--- src/rtl/i2s_rx_deser.sv ---
// rtl/i2s_rx_deser.sv - I2S receiver turning oversampled BCK/LRCK/DATA into stereo samples
// Define I2S_RX_ERR_CNT_EN to add the saturating err_count output.
module i2s_rx_deser #(
  parameter int SAMPLE_BITS    = 16,
  parameter int SYNC_STAGES    = 2,
  parameter int TIMEOUT_CYCLES = 256
) (
  input  logic                   clk,
  input  logic                   reset_n,
  input  logic                   i2s_bck,
  input  logic                   i2s_lrck,
  input  logic                   i2s_data,
  output logic [SAMPLE_BITS-1:0] left,
  output logic [SAMPLE_BITS-1:0] right,
  output logic                   sample_valid,
  output logic                   frame_err,
`ifdef I2S_RX_ERR_CNT_EN
  output logic [7:0]             err_count,
`endif
  output logic                   locked
);

  localparam int CW = $clog2(SAMPLE_BITS + 1);
  localparam int TW = $clog2(TIMEOUT_CYCLES);
  localparam logic [CW-1:0] FULL  = CW'(SAMPLE_BITS);
  localparam logic [TW-1:0] TLAST = TW'(TIMEOUT_CYCLES - 1);
  localparam logic [TW-1:0] TTRIG = TW'(TIMEOUT_CYCLES - 2);

  logic [SYNC_STAGES-1:0] bck_sync_q, lrck_sync_q, data_sync_q;
  logic                   bck_prev_q, lrck_prev_q;
  logic                   bck_s, lrck_s, data_s, bck_rise;

  logic [SAMPLE_BITS-1:0] shift_q, shift_d, shift_inc;
  logic [SAMPLE_BITS-1:0] held_q, held_d;
  logic [SAMPLE_BITS-1:0] left_q, left_d, right_q, right_d;
  logic [CW-1:0]          bitcnt_q, bitcnt_d, bitcnt_inc;
  logic [TW-1:0]          tcnt_q, tcnt_d;
  logic [1:0]             good_q, good_d;
  logic                   aligned_q, aligned_d, left_ok_q, left_ok_d;
  logic                   valid_q, valid_d, err_q, err_d;

  assign bck_s    = bck_sync_q[SYNC_STAGES-1];
  assign lrck_s   = lrck_sync_q[SYNC_STAGES-1];
  assign data_s   = data_sync_q[SYNC_STAGES-1];
  assign bck_rise = bck_s & ~bck_prev_q;

  // Synchronizers and LRCK history keep tracking through reset so the first
  // boundary after release is a genuine LRCK change.
  always_ff @(posedge clk) begin
    bck_sync_q  <= {bck_sync_q[SYNC_STAGES-2:0], i2s_bck};
    lrck_sync_q <= {lrck_sync_q[SYNC_STAGES-2:0], i2s_lrck};
    data_sync_q <= {data_sync_q[SYNC_STAGES-2:0], i2s_data};
    bck_prev_q  <= bck_s;
    if (bck_rise) lrck_prev_q <= lrck_s;
  end

  always_comb begin
    shift_d    = shift_q;
    bitcnt_d   = bitcnt_q;
    shift_inc  = shift_q;
    bitcnt_inc = bitcnt_q;
    held_d     = held_q;
    left_d     = left_q;
    right_d    = right_q;
    aligned_d  = aligned_q;
    left_ok_d  = left_ok_q;
    good_d     = good_q;
    tcnt_d     = tcnt_q;
    valid_d    = 1'b0;
    err_d      = 1'b0;
    if (bck_rise) begin
      tcnt_d = '0;
      if (bitcnt_q < FULL) begin
        shift_inc  = {shift_q[SAMPLE_BITS-2:0], data_s};
        bitcnt_inc = bitcnt_q + CW'(1);
      end
      shift_d  = shift_inc;
      bitcnt_d = bitcnt_inc;
      // LRCK change: the bit just taken was the LSB of the outgoing slot.
      if (lrck_s != lrck_prev_q) begin
        bitcnt_d = '0;
        if (!aligned_q) begin
          aligned_d = 1'b1;
        end else if (bitcnt_inc == FULL && !lrck_prev_q) begin
          held_d    = shift_inc;
          left_ok_d = 1'b1;
        end else if (bitcnt_inc == FULL && left_ok_q) begin
          left_d    = held_q;
          right_d   = shift_inc;
          valid_d   = 1'b1;
          left_ok_d = 1'b0;
          if (good_q != 2'd2) good_d = good_q + 2'd1;
        end else if (bitcnt_inc < FULL) begin
          err_d     = 1'b1;
          left_ok_d = 1'b0;
          good_d    = 2'd0;
        end
      end
    end else if (tcnt_q != TLAST) begin
      tcnt_d = tcnt_q + TW'(1);
      if (tcnt_q == TTRIG) begin
        err_d     = 1'b1;
        aligned_d = 1'b0;
        left_ok_d = 1'b0;
        good_d    = 2'd0;
      end
    end
  end

  always_ff @(posedge clk) begin
    if (!reset_n) begin
      shift_q   <= '0;
      bitcnt_q  <= '0;
      held_q    <= '0;
      left_q    <= '0;
      right_q   <= '0;
      tcnt_q    <= '0;
      good_q    <= 2'd0;
      aligned_q <= 1'b0;
      left_ok_q <= 1'b0;
      valid_q   <= 1'b0;
      err_q     <= 1'b0;
    end else begin
      shift_q   <= shift_d;
      bitcnt_q  <= bitcnt_d;
      held_q    <= held_d;
      left_q    <= left_d;
      right_q   <= right_d;
      tcnt_q    <= tcnt_d;
      good_q    <= good_d;
      aligned_q <= aligned_d;
      left_ok_q <= left_ok_d;
      valid_q   <= valid_d;
      err_q     <= err_d;
    end
  end

`ifdef I2S_RX_ERR_CNT_EN
  logic [7:0] errcnt_q;
  always_ff @(posedge clk) begin
    if (!reset_n) errcnt_q <= 8'd0;
    else if (err_d && errcnt_q != 8'hFF) errcnt_q <= errcnt_q + 8'd1;
  end
  assign err_count = errcnt_q;
`endif

  assign left         = left_q;
  assign right        = right_q;
  assign sample_valid = valid_q;
  assign frame_err    = err_q;
  assign locked       = (good_q == 2'd2);

endmodule

--- config.mk ---
export PLATFORM = sky130hd
export DESIGN_NAME = i2s_rx_deser
export DESIGN_NICKNAME = d
export VERILOG_FILES = /design/src/rtl/i2s_rx_deser.sv
export SDC_FILE = /design/constraint.sdc
export NUM_CORES = 1
export LEC_CHECK = 0
export BUFFER_PORTS_ARGS = -buffer_cell sky130_fd_sc_hd__buf_2
export CAP_MARGIN = 25
export CORE_MARGIN = 2
export CORE_UTILIZATION = 40
export CTS_CLUSTER_DIAMETER = 40
export DETAILED_ROUTE_END_ITERATION = 10
export GPL_ROUTABILITY_DRIVEN = 0
export GPL_TIMING_DRIVEN = 0
export PLACE_DENSITY_LB_ADDON = 0.2
export SLEW_MARGIN = 5
export SYNTH_ARGS = -nofsm -noshare
export SYNTH_HDL_FRONTEND = slang
export SYNTH_SLANG_ARGS = --single-unit
--- constraint.sdc ---
create_clock -name clk -period 2.5 [get_ports clk]
set_input_delay 0.375 -clock clk [delete_from_list [all_inputs] [get_ports clk]]
set_output_delay 0.375 -clock clk [all_outputs]
set_load 0.005 [all_outputs]
==> metrics <==
final-stage net count=453; Die Outline Area=0.00973 mm²; Antenna Violating Nets Remaining=0; pin count of the biggest net entering global routing=16; Max stage delay on crit path=0.50 ns; Avg Inst Size Synth=~9 µm²; number of I/O port buffers=38; vias in the first global route=2682; worst reg2reg endpoint=held_q[12]; endpoint type of the worst setup path=flop; startpoint of the tightest hold check path=i2s_data; register cell area after layout=0.00183 mm²; Layout area overhead=15.6%; clock period minus worst slack=between 2 and 2.5 ns; average detailed-routed wire length per instance=13.4 µm; Yosys warnings=0; number of pins exceeding their max-slew limit in the final report=0; H-tree depth=3; quantity of gates resized following cts=0; DIE WIDTH=a little under 100 µm; # hold bufs at CTS=0; hold-critical path endpoint=data_sync_q[0]; maximum number of buffers from clock root to sink=2; Worst Setup Slack post-DPL=slightly below 0.09 ns; fraction of layout cells with a size suffix above 1=19.6%; cell with the biggest individual delay on the critical path=sky130_fd_sc_hd__or4_4; number of buffers added by the clock tree synthesis step=9; routed via count=2779; critical path's top delay family=simple AND/OR/NAND/NOR gates; overflow left after global routing=0; portion of the post-synthesis area used by sequential elements=51.1%; clock tree from TritonCTS=yes; count of unique library cells instantiated by Yosys=between 40 and 50; std cell rows=34; Setup TNS=0 ns; series of cell instances along the critical path=ha_1 > nand3b_1 > o32ai_2 > nand2_2 > or4_4 > buf_6 > buf_12 > mux2i_1; number of nets produced by synthesis=404; worst-path fanout max=10; final number of setup-violating endpoints=0; number of antenna violations at the first check in global routing=0; startpoint-to-endpoint class of the critical path=flop to flop; global-route total usage across every layer=16.3%; Register-to-Register Setup Slack=0.18 ns; ant diodes=0; synthesized instance count=between 300 and 400; initial core utilization=41.1%; number of filler cells placed in the layout=861; type of the most critical hold path=primary input to flop; number of vias per cell after detailed routing=4.99; power per cell area=roughly 640 mW/mm²; Critical Path AT=between 2 and 3 ns; Num Clock Sinks=91; worst vdd rail ir drop=0.000326 V; Final period util=93.0%; leakage component of the power=0.00169 µW; run status=completed; half-perimeter wire length of the detailed placement result=5.41 mm; kind of launch point of the worst setup path=flop; Register-to-Register Path Depth=8; final core occ=47.5%; Hold Path Stages=1; area of the placeable core=0.00872 mm²; worst path buffer plus inverter count=2; number of setup buffers added after CTS=0; 1st-pass router iterations=4; combined area of all synthesized cells=0.00358 mm²; CTS clock-pin slew for the worst setup and hold paths=0.09 ns; Iteration-0 DRC Markers=74; Hold Slack=0.123 ns; global-route wire length before repair=about 13 mm; number of synthesized register bits=slightly above 90; slew at the pin closest to its max-slew limit=0.531 ns; DIE HEIGHT=98.6 µm; unrepaired setup endpoints after global routing=no; Achievable Freq=430 MHz; Total Wirelength=7.48 mm; startpoint of the most critical register-to-register path=bitcnt_q[0]; required time reported for the critical path endpoint=approximately 2.8 ns; count of max-cap constraint violations=0; area of combinational cells with multiple inputs=~0.0016 mm²; worst max-slew margin expressed relative to the limit=64.6%; I/O pin cnt=40; worst clock skew=0.0126 ns; Final Worst Setup Slack=approximately 0.18 ns; number of remaining DRC errors=0; clock tree root buffer cell=sky130_fd_sc_hd__clkbuf_8; final number of hold-violating endpoints=0; source-to-sink clock delay at the later pin of the worst-skew pair=0.36 ns
[synthesized netlist by cell type, drive strengths merged]
master       number  area share [%]
or4               4             1.0
nor2             17             1.8
o211ai            1            0.21
edfxtp            1            0.84
nor3b             2            0.42
a211oi            1            0.21
a21boi            1            0.21
nand2b            3            0.52
mux2             16             5.0
dlygate4sd3       2            0.56
mux2i            19             5.3
a41oi             1            0.24
nor2b             2            0.35
buf               9             2.1
a21o              1            0.21
ha                4             1.4
xor2              1            0.24
dfxtp            90              50
nand4b            1            0.24
nor4              1            0.17
or2               2            0.35
o31ai             1            0.21
nand4bb           1            0.31
clkbuf           16             1.7
a21oi            24             3.4
o21a              1            0.21
nand4             3            0.52
nand2            79             8.3
a22oi             1            0.21
nand3            35             4.9
and3              1            0.17
o21ai            34             4.8
nor3              4            0.56
nand3b            1            0.21
inv               5            0.52
xnor2             3            0.73
a31oi             4            0.70
o32ai             1            0.45
and3b             1            0.24
nor4b             1            0.24
[power breakdown]
part / internal, µW / leakage, µW / switching [µW] / total (µW)
sequential: 1460 / 0.000737 / 10.5 / 1470
combinational: 23.5 / 0.000840 / 58.3 / 81.8
clock: 590 / 0.000108 / 521 / 1110
[cells by family (layout without fill, tap and decap cells)]
group,count (synthesis),after routing,share of synthesized area [%]
mux,35,35,10.3
compound gates,71,71,11.0
fa+ha+maj,4,4,1.40
simple gates,158,158,20.4
buf+inv,32,86,4.82
xor+xnor,4,4,0.978
flops,91,91,51.1
[worst max path at each step]
stage | startpoint | depth (start not counted) | endpoint | slack, ns
5_1_grt | bitcnt_q[0] | 8 | held_q[10] | 0.04
6_report | bitcnt_q[0] | 8 | held_q[12] | 0.18
3_5_place_dp | bitcnt_q[0] | 7 | left[7] | 0.09
2_1_floorplan | bitcnt_q[0] | 8 | held_q[10] | 0.43
4_1_cts | bitcnt_q[0] | 8 | left[13] | 0.06
3_3_place_gp | bitcnt_q[0] | 6 | left[3] | 0.11
[sequential cells by signal (all words and copies together) (netlist names)]
signal        cells
bitcnt_q          5
frame_err         1
bck_prev_q        1
lrck_sync_q       2
shift_q          16
sample_valid      1
tcnt_q            8
held_q           16
good_q            2
right            16
lrck_prev_q       1
aligned_q         1
left             16
bck_sync_q        2
left_ok_q         1
data_sync_q       2
[per-stage QoR]
stage / cells / total power [µW] / cell area (µm²)
3_3_place_gp: 541 / 1590 / 3910
2_1_floorplan: 395 / 1560 / 3580
3_5_place_dp: 541 / 1590 / 3910
5_1_grt: 557 / 2770 / 4140
4_1_cts: 557 / 2700 / 4130
6_report: 557 / 2670 / 4140
[final cells by class]
| type | instances | area share (%) |
|---|---|---|
| sequential | 91 | 44.2 |
| multi-input combinational | 272 | 38.1 |
| timing repair buffer | 38 | 4.59 |
| buffer | 27 | 3.90 |
| clock buffer | 10 | 3.32 |
| tap | 108 | 3.26 |
| clock inverter | 6 | 2.15 |
| inverter | 5 | 0.453 |
[placed cells by master (no fill, tap or decap), types with 3 or more instances in the layout]
master / instances
sky130_fd_sc_hd__nand2_1: 78
sky130_fd_sc_hd__nand4_1: 3
sky130_fd_sc_hd__inv_1: 5
sky130_fd_sc_hd__clkbuf_2: 6
sky130_fd_sc_hd__a31oi_1: 4
sky130_fd_sc_hd__o21ai_0: 34
sky130_fd_sc_hd__nand2b_1: 3
sky130_fd_sc_hd__a21oi_1: 24
sky130_fd_sc_hd__buf_1: 3
sky130_fd_sc_hd__nor2_1: 17
sky130_fd_sc_hd__ha_1: 4
sky130_fd_sc_hd__mux2_2: 16
sky130_fd_sc_hd__xnor2_1: 3
sky130_fd_sc_hd__buf_2: 39
sky130_fd_sc_hd__clkbuf_8: 10
sky130_fd_sc_hd__clkbuf_1: 11
sky130_fd_sc_hd__mux2i_1: 19
sky130_fd_sc_hd__buf_6: 3
sky130_fd_sc_hd__nor3_1: 4
sky130_fd_sc_hd__dfxtp_1: 90
sky130_fd_sc_hd__nand3_1: 35
[metal layers]
metal	up-vias	track usage [%]	share of wire, %
li1	1456	-	-
met1	1267	21.5	48
met2	45	26.4	46
met3	11	3.05	3.8
met4	0	6.64	1.7
met5	-	0	0
(Power assumes the default switching activity.)
